`src/rtl/load_store_unit.sv`:
```
// Memory-stage load/store engine: issues one req/ack bus transaction per access,
// stalls the pipeline while it is outstanding, and returns formatted load data.
module load_store_unit #(
    parameter int BUS_WIDTH = 32,
    parameter int TIMEOUT   = 255
) (
    input  logic                 clk,
    input  logic                 rst_n,
    input  logic                 ld_en,
    input  logic                 st_en,
    input  logic [2:0]           funct3,
    input  logic [BUS_WIDTH-1:0] addr,
    input  logic [BUS_WIDTH-1:0] wdata_in,
    output logic                 bus_req,
    output logic                 bus_we,
    output logic [BUS_WIDTH-1:0] bus_addr,
    output logic [3:0]           bus_be,
    output logic [BUS_WIDTH-1:0] bus_wdata,
    input  logic [BUS_WIDTH-1:0] bus_rdata,
    input  logic                 bus_ack,
    output logic [BUS_WIDTH-1:0] rdata,
    output logic                 stall,
    output logic                 misalign_exc,
    output logic                 bus_err
);

    typedef enum logic [1:0] {IDLE, BUSY, DONE} state_t;

    state_t         state, state_nxt;
    logic [15:0]    timer;
    logic [2:0]     f3_q;
    logic [1:0]     lane_q;

    logic           is_ld, is_st, legal, misaligned, accept, misalign_fire, timeout_hit;
    logic [3:0]           be_fmt;
    logic [BUS_WIDTH-1:0] wdata_fmt;
    logic [BUS_WIDTH-1:0] load_fmt;
    logic [7:0]           byte_v;
    logic [15:0]          half_v;

    // NOTE: every signal assigned in always_comb gets a default first so no latch is inferred.
    always_comb begin
        is_ld = ld_en;
        is_st = st_en & ~ld_en;   // a simultaneous store is dropped
        legal = 1'b0;
        if (is_ld)
            legal = funct3 inside {3'b000, 3'b001, 3'b010, 3'b100, 3'b101};
        else if (is_st)
            legal = funct3 inside {3'b000, 3'b001, 3'b010};
        misaligned    = (funct3[1:0] == 2'b01 && addr[0]) ||
                        (funct3[1:0] == 2'b10 && addr[1:0] != 2'b00);
        accept        = (state == IDLE) && legal && !misaligned;
        misalign_fire = (state == IDLE) && legal && misaligned;
        timeout_hit   = (timer == 16'(TIMEOUT - 1)) && !bus_ack;
    end

    always_comb begin
        be_fmt    = 4'b1111;
        wdata_fmt = wdata_in;
        if (is_st) begin
            case (funct3[1:0])
                2'b00: begin
                    be_fmt    = 4'b0001 << addr[1:0];
                    wdata_fmt = {4{wdata_in[7:0]}};
                end
                2'b01: begin
                    be_fmt    = 4'b0011 << {addr[1], 1'b0};
                    wdata_fmt = {2{wdata_in[15:0]}};
                end
                default: ;
            endcase
        end
    end

    always_comb begin
        byte_v   = 8'(bus_rdata >> {lane_q, 3'b000});
        half_v   = 16'(bus_rdata >> {lane_q[1], 4'b0000});
        load_fmt = bus_rdata;
        case (f3_q)
            3'b000:  load_fmt = {{24{byte_v[7]}}, byte_v};
            3'b100:  load_fmt = {24'b0, byte_v};
            3'b001:  load_fmt = {{16{half_v[15]}}, half_v};
            3'b101:  load_fmt = {16'b0, half_v};
            default: load_fmt = bus_rdata;
        endcase
    end

    always_comb begin
        state_nxt = state;
        case (state)
            IDLE:    if (accept) state_nxt = BUSY;
            BUSY:    if (bus_ack || timeout_hit) state_nxt = DONE;
            DONE:    state_nxt = IDLE;
            default: state_nxt = IDLE;
        endcase
    end

    // Derived from state so an async reset drops the request immediately.
    assign bus_req = (state == BUSY);
    assign stall   = accept || (state == BUSY);

    // NOTE: sequential state uses non-blocking assignments only.
    always_ff @(posedge clk or negedge rst_n) begin
        if (!rst_n) begin
            state        <= IDLE;
            timer        <= '0;
            f3_q         <= '0;
            lane_q       <= '0;
            bus_we       <= 1'b0;
            bus_addr     <= '0;
            bus_be       <= '0;
            bus_wdata    <= '0;
            rdata        <= '0;
            misalign_exc <= 1'b0;
            bus_err      <= 1'b0;
        end else begin
            state        <= state_nxt;
            misalign_exc <= misalign_fire;
            bus_err      <= (state == BUSY) && timeout_hit;
            if (accept) begin
                timer     <= '0;
                f3_q      <= funct3;
                lane_q    <= addr[1:0];
                bus_we    <= is_st;
                bus_addr  <= {addr[BUS_WIDTH-1:2], 2'b00};
                bus_be    <= be_fmt;
                bus_wdata <= wdata_fmt;
            end else if (state == BUSY) begin
                timer <= timer + 16'd1;
                if (!bus_we) begin
                    if (bus_ack)
                        rdata <= load_fmt;
                    else if (timeout_hit)
                        rdata <= '0;
                end
            end
        end
    end

endmodule

```
`config.mk`:
```
export PLATFORM = sky130hd
export DESIGN_NAME = load_store_unit
export DESIGN_NICKNAME = d
export VERILOG_FILES = /design/src/rtl/load_store_unit.sv
export SDC_FILE = /design/constraint.sdc
export NUM_CORES = 1
export LEC_CHECK = 0
export ABC_AREA = 1
export ABC_CLOCK_PERIOD_IN_PS = 2000
export BUFFER_PORTS_ARGS = -buffer_cell sky130_fd_sc_hd__buf_4
export CORE_MARGIN = 3
export CORE_UTILIZATION = 45
export CTS_CLUSTER_SIZE = 25
export DETAILED_ROUTE_END_ITERATION = 8
export PLACE_DENSITY = 0.73
export SYNTH_ARGS = -nofsm -noshare
export SYNTH_HDL_FRONTEND = slang
export SYNTH_SLANG_ARGS = --single-unit
```
`constraint.sdc`:
```
create_clock -name clk -period 2 [get_ports clk]
set_input_delay 0.2 -clock clk [delete_from_list [all_inputs] [get_ports clk]]
set_output_delay 0.2 -clock clk [all_outputs]
set_load 0.05 [all_outputs]
```
# --- Word level (Yosys, flattened, before mapping) ---
# Cells that the tools add are included.
totals:
  reg_bits: 124
  inputBits: 104
op_classes:
  bitwise_logic: 4
  n_reduce_logical: 23
  n_eq_ne: 13
  n_shift: 4
  add_sub_neg: 1
  mux: 14
ops:
  columns: ["cell", "n"]
  rows:
  - ["one-hot mux 32 bit (4 select lines)", 1]
  - ["two-way mux 32 bit", 3]
  - ["one-hot mux 32 bit (2 select lines)", 1]
  - ["two-way mux 16 bit", 2]
  - ["right shift 32 x 5 -> 16 bit", 1]
  - ["right shift 32 x 5 -> 8 bit", 1]
  - ["adder 16 x 1 -> 16 bit, second input constant", 1]
  - ["== test 16 x 8 -> 1 bit, second input constant", 1]
  - ["== test 3 bit, second input constant", 4]
  - ["one-hot mux 4 bit (2 select lines)", 1]
  - ["logical AND 1 bit", 7]
  - ["== test 3 x 1 -> 1 bit, second input constant", 2]
  - ["zero test 3 bit", 2]
  - ["nonzero test 2 bit", 3]
  - ["nonzero test 5 bit", 1]
  - ["== test 2 x 1 -> 1 bit, second input constant", 2]
  - ["zero test 2 bit", 2]
  - ["two-way mux 2 bit", 2]
  - ["two-way mux 4 bit", 1]
  - ["one-hot mux 2 bit (2 select lines)", 1]
  - ["AND reduction 4 bit", 1]
  - ["<< shifter 1 x 2 -> 4 bit, first input constant", 1]
  - ["<< shifter 2 x 2 -> 4 bit, first input constant", 1]
  - ["== test 3 x 2 -> 1 bit, second input constant", 1]
  - ["other kinds (10)", 16]

# --- Longest topological paths before layout ---
# Gate-level depths: netlist of the first run.
logic_depth:
  word_depth: 8
  depth_mapped: 10

# --- Least setup slack after synthesis of the first run ---
# No wires, ideal clock.
synth_path:
  path_type: "flip-flop to output port"
  start: "register state[0]"
  end: "output port stall"
  arrival_time_ns: 1.414
  stages_incl_launch_ff: 7
  path_slack_ns: 0.386
  required_ns: 1.800
  cell_sequence: "dfrtp_1 nor2_1 o21a_1 nand3_2 buf_4 buf_4 nand2_1"
synth_between:
  elab_chain_len: 4
synth_lines:
  columns: ["element", "line", "source"]
  rows:
  - ["from (decl)", "29", "state_t state, state_nxt;"]
  - ["from (signal assigned)", "117", "state <= state_nxt;"]
  - ["zero test 2 bit", "52", "accept = (state == IDLE) && legal && !misaligned;"]
  - ["logical AND 1 bit (2 in series)", "52", null]
  - ["logical OR 1 bit (*)", "100", "assign stall = accept || (state == BUSY);"]
  - ["to (decl)", "22", "output logic stall,"]
# Mark *: on every way between the ends. The rest lies on a longest branch, timed or not.

# --- Worst setup path in the final report of the first run ---
# Ends and elaborated chain as after synthesis.

==> impl_metrics.toml, run 1 <==
[power_and_ir_drop]
leakage_nw = 4.94
ir_worst_vdd_uv = 1060
total_power_mw = 14.0
power_density_nw_per_um2 = 1580

[floorplan]
die_h_um = 124
io_pins = 209
start_util_pct = 46.7
core-area_um2 = 13400
rows = 42
dieArea_um2 = 15300
dieWidth_um = 124

[global_routing]
antenna_found_initial = 0
track_usage_pct = 24.0
grt_first_pass_wirelength_um = 28700
grt_overflow = 0
grt_pass1_vias = 5852
grt_max_degree = 55

[timing]
final.setup.tns_ns = 0
setup_ws_ns = 0.129
finalSetupViolCount = 0
final_max_slew_viol_count = 0
fin_crit_ns = 1.87
finalCritPeriodShare_pct = 93.6
max_freq_mhz = 534
tightest_slew_ns = 0.510
skew_ns = 0.00678
rsz0062_at_grt = "no"
final-hold-violation-count = 0
slew_headroom_pct = 65.8

[layout]
nets = 1190
fin_cells = 1273
diodes = 0
syn2layout_area_growth_pct = 41.4
drive_gt1_share_pct = 24.2
postLayoutCoreUtil_pct = 66.0

[cts]
cts_buffers = 17
cts.clk_slew.worst_paths_ns = 0.06
clock-sinks = 124
ctsHtreeMaxLevel = 4
cts_tree = "yes"
cts-root-buf = "clkbuf_16"
clk_latency_ns = 0.41
clk_path_buf_depth = 2

[logic_synthesis]
synth_area_leader_cell = "dfrtp_1"
ys_seq_area_share_pct = 49.6
synth_top_area_share_pct = 49.6
avgSynthCellArea_um2 = 7.34
netlist_instances = 852
ys_ff_latch = 124
synthTopCellsByArea = "dfrtp_1 50%, nand2_1 22%, o21ai_0 5.2%"
netlist_area_um2 = 6250
ys_warn_count = 0
synth_cell_types = 32

[setup_path]
required_ns = 1.80
worstSetupPathType = "reg2out"
arrival_ns = 1.67
cp-start-kind = "flip-flop"
worstSetupStartpoint = "state[0]"
endpoint = "stall"
reg2reg_to = "rdata[25]"
worstPathMaxFanout = 10
rr_worst_depth = 5
r2r_slack_ns = 0.28
end_kind = "output pin"
worstReg2RegStart = "f3_q[1]"

[placed_design]
hpwl_um = 12600
pre_cts_slack_ns = 0.300
place.gp.congestion = 0.871
place_inst = 1209
io_buffers = 206

[routing]
drc = 0
avgViaCountPerCell = 4.98
wl_per_cell_um = 14.3
via_count = 6339
drtIter0Drc = 575
drt-pass1-iter-count = 5
routed_wl_um = 18200
antenna_left = 0

[job]
maxCapViolCount = 0

[run_status]
status = "complete, no violations"

[worst_hold_path]
hold_path_class = "in2reg"
==> layer usage <==
metal / up-vias / track usage [%] / share of wire (%)
met5: - / 0 / 0
met4: 0 / 8.17 / 1.9
met3: 30 / 7.90 / 9.1
met2: 259 / 37.0 / 47
met1: 2920 / 31.8 / 42
li1: 3130 / - / -
==> cell type report <==
class,instances,area (µm²)
fillers,1165,4560
multi-input cells,616,2640
clock inverters,14,145
repair buffers,252,2030
inverters,73,274
well taps,176,220
flip-flops and latches,124,3100
clock buffers,18,429
==> stage by stage <==
stage,hold slack (ns),cell area [µm²]
global placement,0.186,7950
finish,0.0761,8840
floorplan,-0.0956,6260
global route,0.0873,8840
CTS,0.0603,8830
detailed placement,0.187,7950
==> cell families (layout without fill, tap and decap cells) <==
| kind of cell | count (synthesis) | count (layout) | share of synthesized area, % |
|---|---|---|---|
| and+or+nand+nor | 494 | 495 | 31.5 |
| DFF | 124 | 124 | 49.6 |
| AOI/OAI and AO/OA | 116 | 116 | 9.78 |
| buffers and inverters | 114 | 357 | 8.48 |
| adders and majority gates | 2 | 2 | 0.400 |
| other | 1 | 2 | 0.0600 |
| xor gates and xnor gates | 1 | 1 | 0.140 |
==> state kept, by name, indices dropped and copies added (netlist names) <==
name and flops:
bus_addr 30, bus_be 4, bus_we 1, misalign_exc 1, bus_err 1, lane_q 2
timer 16, bus_wdata 32, f3_q 3, state 2, rdata 32
==> cells in the mapped netlist <==
master,n
ha_1,2
a21oi_4,1
buf_2,15
nor3_1,2
dfrtp_1,124
nand2_1,364
inv_1,67
buf_6,4
conb_1,1
nand3_2,1
o21ai_1,1
clkbuf_1,7
clkinv_1,2
o22ai_1,8
nor2_1,72
xnor2_1,1
nand3_4,1
nand3_1,46
a31o_2,1
nor4_1,1
inv_2,4
buf_4,14
o21a_1,1
nand2_4,2
a21oi_1,38
clkbuf_2,1
o21ai_0,65
nor2_4,1
a21oi_2,1
nand4_1,2
nand3b_1,1
nor2_2,1
==> how the worst min path moves through the flow <==
stage               depth (start not counted)             to          from  slack, ns
floorplan                                   0   bus_addr[10]         rst_n       -0.1
global placement                            1      timer[12]         rst_n       0.19
detailed placement                          1        bus_err         rst_n       0.19
CTS                                         5  bus_wdata[24]  wdata_in[24]       0.06
global route                                5  bus_wdata[20]  wdata_in[20]       0.09
finish                                      5  bus_wdata[30]  wdata_in[30]       0.08
==> worst max-delay path: stages, from the launching register on <==
cell	delay, ns
dfrtp_1	0.39
nor2_1	0.14
o21a_1	0.26
nand3_4	0.17
nand2_1	0.10
buf_4	0.19
==> power by group <==
| group | switching, mW | internal [mW] | total [mW] |
|---|---|---|---|
| clock | 1.15 | 1.83 | 2.98 |
| sequential | 0.623 | 3.41 | 4.03 |
| combinational | 4.93 | 2.05 | 6.98 |
| total | 6.70 | 7.29 | 14.0 |
==> cell usage in the layout (no fill, tap or decap), types with 2 or more instances in the layout <==
| cell type | n |
|---|---|
| ha_1 | 2 |
| inv_1 | 67 |
| nand4_1 | 2 |
| conb_1 | 2 |
| o22ai_1 | 8 |
| nor2_1 | 72 |
| dlygate4sd3_1 | 31 |
| clkbuf_16 | 17 |
| bufinv_16 | 2 |
| o21ai_0 | 65 |
| inv_6 | 3 |
| buf_12 | 5 |
| clkinvlp_4 | 4 |
| a21oi_1 | 38 |
| buf_4 | 216 |
| clkinv_2 | 4 |
| nand2_4 | 2 |
| inv_2 | 4 |
| nand3_1 | 46 |
| dfrtp_1 | 124 |
| clkinv_1 | 2 |
| nor3_1 | 2 |
| nand2_1 | 364 |
| nand3_4 | 2 |
==> timing repair <==
item,4_1_cts,5_1_grt
setup endpoints to repair,0,1
setup buffers,0,0
gates resized for setup,0,0
hold buffers,31,0
endpoints found under the hold margin,60,0
No activity file was read; power rests on OpenSTA's default activity.
==> run 2: changes to the inputs <==
Settings changed: RECOVER_POWER from default to 50.
==> run 2 against run 1 <==
Net effect:
- die area did not move
- worst hold slack improved by 0.0011 ns
- non-clock buffer count did not move
- power fell by 2.6%
- highest routed layer unchanged
- sequential cell count did not move
- design area fell by 2.4%
- register-to-register slack barely moved
- maximum frequency fell by 0.20%
- via count fell by 0.35%
- final cell count did not move
- global-route usage did not move
==> impl_metrics.toml, run 2 (synthesis gave the netlist of run 1 again) <==
[routing]
wl_met2_um = 8450
avgViaCountPerCell = 4.96
drt-pass1-iter-count = 5
drc = 0
antenna_left = 0
top_layer = "met4"
wl_per_cell_um = 14.3
via_count = 6317
wl_met1_um = 7740
routed-wl-met3_um = 1620
routed_wl_um = 18200
drtIter0Drc = 595

[floorplan]
dieArea_um2 = 15300
io_pins = 209
dieWidth_um = 124
die_h_um = 124
rows = 42
start_util_pct = 46.7
core-area_um2 = 13400

[layout]
drive_gt1_share_pct = 19.7
ff_latch_area_um2 = 3100
final_common_cell = "nand2_1"
nets = 1190
top_regs = "bus_wdata: 32 flops, rdata: 32 flops, bus_addr: 30 flops"
fin_cells = 1273
design_area_um2 = 8630
fill_cells = 1210
layout_common_cells = "364 x nand2_1, 165 x buf_4, 124 x dfrtp_1"
postLayoutCoreUtil_pct = 64.4
multi_input_area_um2 = 2640
diodes = 0
syn2layout_area_growth_pct = 38.0

[power_and_ir_drop]
switchingPower_mw = 6.70
leakage_nw = 4.73
ir_worst_vdd_uv = 1030
pwr-share-seq_pct = 29.5
total_power_mw = 13.6
comb_power_share_pct = 48.6
power.internal_mw = 6.93
clkPwrFrac_pct = 21.9
power_switching_share_pct = 49.1
power_density_nw_per_um2 = 1580

[timing]
rsz0062_at_grt = "no"
slew_headroom_pct = 45.6
final_max_slew_viol_count = 0
finalSetupViolCount = 0
final.setup.tns_ns = 0
max_freq_mhz = 533
fin_crit_ns = 1.88
final-hold-violation-count = 0
skew_ns = 0.00796
finalCritPeriodShare_pct = 93.8
hold_ws_ns = 0.0772
setup_ws_ns = 0.125
tightest_slew_ns = 0.817

[cts]
cts_setup_buffers = 0
cts_buffers = 17
cts_tree = "yes"
cts.clk_slew.worst_paths_ns = 0.06
clock-sinks = 124
clk_latency_ns = 0.41
cts-root-buf = "clkbuf_16"
ctsHtreeMaxLevel = 4
clk_path_buf_depth = 2

[setup_path]
worstPathMaxFanout = 10
worstPathCellList = "nor2_1 > o21a_1 > nand3_4 > nand2_1 > buf_4"
worstSetupPathType = "reg2out"
required_ns = 1.80
cpPeakStageDelay_ns = 0.39
path_buf_inv = 1
arrival_ns = 1.68
cp-start-kind = "flip-flop"
cpMaxStageDelayCell = "dfrtp_1"
end_kind = "output pin"
path_delay_family = "simple AND/OR/NAND/NOR gates"

[global_routing]
grt_max_degree = 55
grt_first_pass_wirelength_um = 28700
antenna_found_initial = 0
track_usage_pct = 24.0
grt_pass1_vias = 5852
grt_overflow = 0

[job]
maxCapViolCount = 0

[placed_design]
hpwl_um = 12600
pre_cts_slack_ns = 0.300
io_buffers = 206
place.gp.congestion = 0.871
postPlaceCellArea_um2 = 7950
place_inst = 1209

[worst_hold_path]
hold_path_class = "in2reg"

[run_status]
status = "complete, no violations"
run 2: routing by layer:
layer	vias to the layer above	global-route usage [%]
met5	-	0
met4	0	8.17
met3	31	7.90
met2	247	37.0
met1	2911	31.8
li1	3128	-
run 2: power groups by stage:
stage / logic [mW] / registers [mW] / clock network (mW)
4_1_cts: 7.01 / 4.02 / 3.04
3_5_place_dp: 6.97 / 4.01 / 0
6_report: 6.63 / 4.02 / 2.98
5_1_grt: 7.13 / 4.13 / 3.16
2_1_floorplan: 1.96 / 6.82 / 0
3_3_place_gp: 6.88 / 4.03 / 0
run 2: worst min-delay path, cell delays in order:
cell     delay (ns)
buf_4          0.08
nand2_1        0.04
nand2_1        0.05
nand2_1        0.04
nand2_1        0.04
run 2: worst paths after layout:
path	to	cells past startpoint	slack, ns	startpoint
max in group asynchronous	bus_addr[15]	3	0.34	rst_n
max	stall	5	0.12	state[0]
min	bus_wdata[31]	5	0.08	wdata_in[31]
min reg2reg	rdata[15]	2	0.47	rdata[15]
min in group asynchronous	timer[2]	2	0.43	rst_n
max reg2reg	rdata[25]	5	0.28	f3_q[1]
run 2: timing repair:
item	in CTS	in global routing
gates resized for setup	0	0
hold buffers	31	0
setup endpoints to repair	0	1
hold endpoints to repair	60	0
run 2: final cells by class:
cell class	count	area share, %
Timing Repair Buffer	252	21.1
Clock buffer	18	4.97
Multi-Input combinational cell	616	30.6
Inverter	73	3.18
Clock inverter	14	1.68
Tap cell	176	2.55
Sequential cell	124	36.0
==> run 3: changes to the inputs <==
Settings changed: ABC_CLOCK_PERIOD_IN_PS 2000 to 2200, GPL_TIMING_DRIVEN from default to 0.
Clock period 2 ns to 2.2 ns, I/O delays scaled along.
==> run 3 against run 2 <==
Net effect:
- core utilization grew 2.5 points
- non-clock buffer count up 24
- sequential power is 9.7% lower
- sequential cell count did not move
- routed wire length grew 5.9%
- worst hold slack got worse by 0.067 ns
- first-iteration DRC count down 21%
- clock power about the same
- die area unchanged
- via count grew 1.0%
- register-to-register slack improved by 0.18 ns
- final cell count is 1.8% higher
==> impl_metrics.toml, run 3 (synthesis gave the netlist of run 1 again) <==
[setup_path]
cpPeakStageDelay_ns = 0.40
worstSetupPathType = "reg2out"
required_ns = 1.98
worstPathCellList = "nor2_2 > o21a_1 > nand3_4 > buf_6 > buf_4 > nand2_1 > buf_6"
path_delay_family = "buffers and inverters"
worstPathMaxFanout = 10
cp-start-kind = "flip-flop"
cpMaxStageDelayCell = "dfrtp_1"
arrival_ns = 1.90
path_buf_inv = 3
end_kind = "output pin"
cp_common_cell = "buf_6"

[cts]
ctsHtreeMaxLevel = 4
cts_buffers = 17
clk_path_buf_depth = 2
clock-sinks = 124
clk_latency_ns = 0.42
cts.clk_slew.worst_paths_ns = 0.05
cts_tree = "yes"
cts-root-buf = "clkbuf_16"

[layout]
drive_gt1_share_pct = 25.5
layout_common_cells = "364 x nand2_1, 218 x buf_4, 124 x dfrtp_1"
fill_cells = 1192
top_regs = "bus_wdata: 32 flops, rdata: 32 flops, bus_addr: 30 flops"
postLayoutCoreUtil_pct = 66.9
syn2layout_area_growth_pct = 43.5
diodes = 0
nets = 1213
multi_input_area_um2 = 2630
final_common_cell = "nand2_1"
ff_latch_area_um2 = 3100

[worst_hold_path]
hold_path_class = "in2reg"

[routing]
routed_wl_um = 19200
drt-pass1-iter-count = 5
antenna_left = 0
via_count = 6382
wl_per_cell_um = 14.9
avgViaCountPerCell = 4.92
drtIter0Drc = 471
drc = 0

[timing]
skew_ns = 0.00644
slew_headroom_pct = 33.8
finalSetupViolCount = 0
final-hold-violation-count = 0
finalCritPeriodShare_pct = 96.6
setup_ws_ns = 0.0750
fin_crit_ns = 2.12
final.setup.tns_ns = 0
final_max_slew_viol_count = 0
max_freq_mhz = 471
tightest_slew_ns = 0.993

[power_and_ir_drop]
total_power_mw = 13.1
leakage_nw = 5.03
ir_worst_vdd_uv = 964
power_density_nw_per_um2 = 1460

[placed_design]
place.gp.congestion = 0.906
pre_cts_slack_ns = 0.401
hpwl_um = 14000
io_buffers = 206

[floorplan]
start_util_pct = 46.7
io_pins = 209
dieWidth_um = 124
dieArea_um2 = 15300
die_h_um = 124
core-area_um2 = 13400
rows = 42

[global_routing]
grt_first_pass_wirelength_um = 30200
grt_overflow = 0
grt_pass1_vias = 6129
grt_max_degree = 88
antenna_found_initial = 0
track_usage_pct = 25.6

[run_status]
status = "complete, no violations"

[job]
maxCapViolCount = 0
run 3: cell types whose count changed in the layout (fill, tap and decap cells not counted), moves of 4 or more:
cell           change
dlygate4sd3_1      -4
buf_4             +53
buf_2             +15
clkbuf_1          -42
buf_6              +6
run 3: worst paths after layout:
kind | startpoint | slack [ns] | end | cells after the start
min in group asynchronous | rst_n | 0.52 | timer[4] | 2
min | addr[28] | 0.01 | bus_addr[28] | 3
max | state[0] | 0.08 | stall | 7
max reg2reg | timer[0] | 0.46 | rdata[10] | 9
max in group asynchronous | rst_n | 0.73 | rdata[30] | 3
min reg2reg | rdata[25] | 0.48 | rdata[25] | 2
run 3: stage by stage:
stage,cells,area (µm²),hold WS (ns)
after global placement,1235,8020,0.413
after detailed placement,1236,8060,0.148
after floorplan,853,6260,-0.0756
after global routing,1296,8970,0.00637
after CTS,1295,8960,0.00195
final,1296,8970,0.0103
run 3: power breakdown:
group | total, mW | internal (mW) | switching [mW]
clock network | 2.97 | 1.95 | 1.02
logic | 6.50 | 1.91 | 4.59
registers | 3.63 | 3.10 | 0.529
run 3: routing by layer:
layer	up-vias	GRT usage (%)	wire length [µm]
met3	38	8.13	1750
met4	0	8.51	439
met5	-	0	0
li1	3166	-	-
met2	280	40.6	8960
met1	2898	33.2	8100
run 3: final cells by class:
class / count / area share [%]
tap: 176 / 2.45
buffer: 41 / 2.90
sequential: 124 / 34.6
timing repair buffer: 235 / 20.7
clock inverter: 11 / 1.85
multi-input combinational: 615 / 29.4
inverter: 73 / 3.05
clock buffer: 21 / 5.13
run 3: worst reg2reg max path, delay by kind of cell, from the launching register on:
family	cells	cell delay, ns
adders and majority gates	1	0.16
buffers and inverters	2	0.31
and+or+nand+nor	5	0.56
DFF	1	0.40
AOI/OAI and AO/OA	1	0.25
run 3: what timing repair did:
action	in CTS	in global routing
gates resized for setup	2	2
endpoints found under the setup margin	1	1
hold endpoints to repair	63	0
hold buffers	27	0
setup buffers	0	1
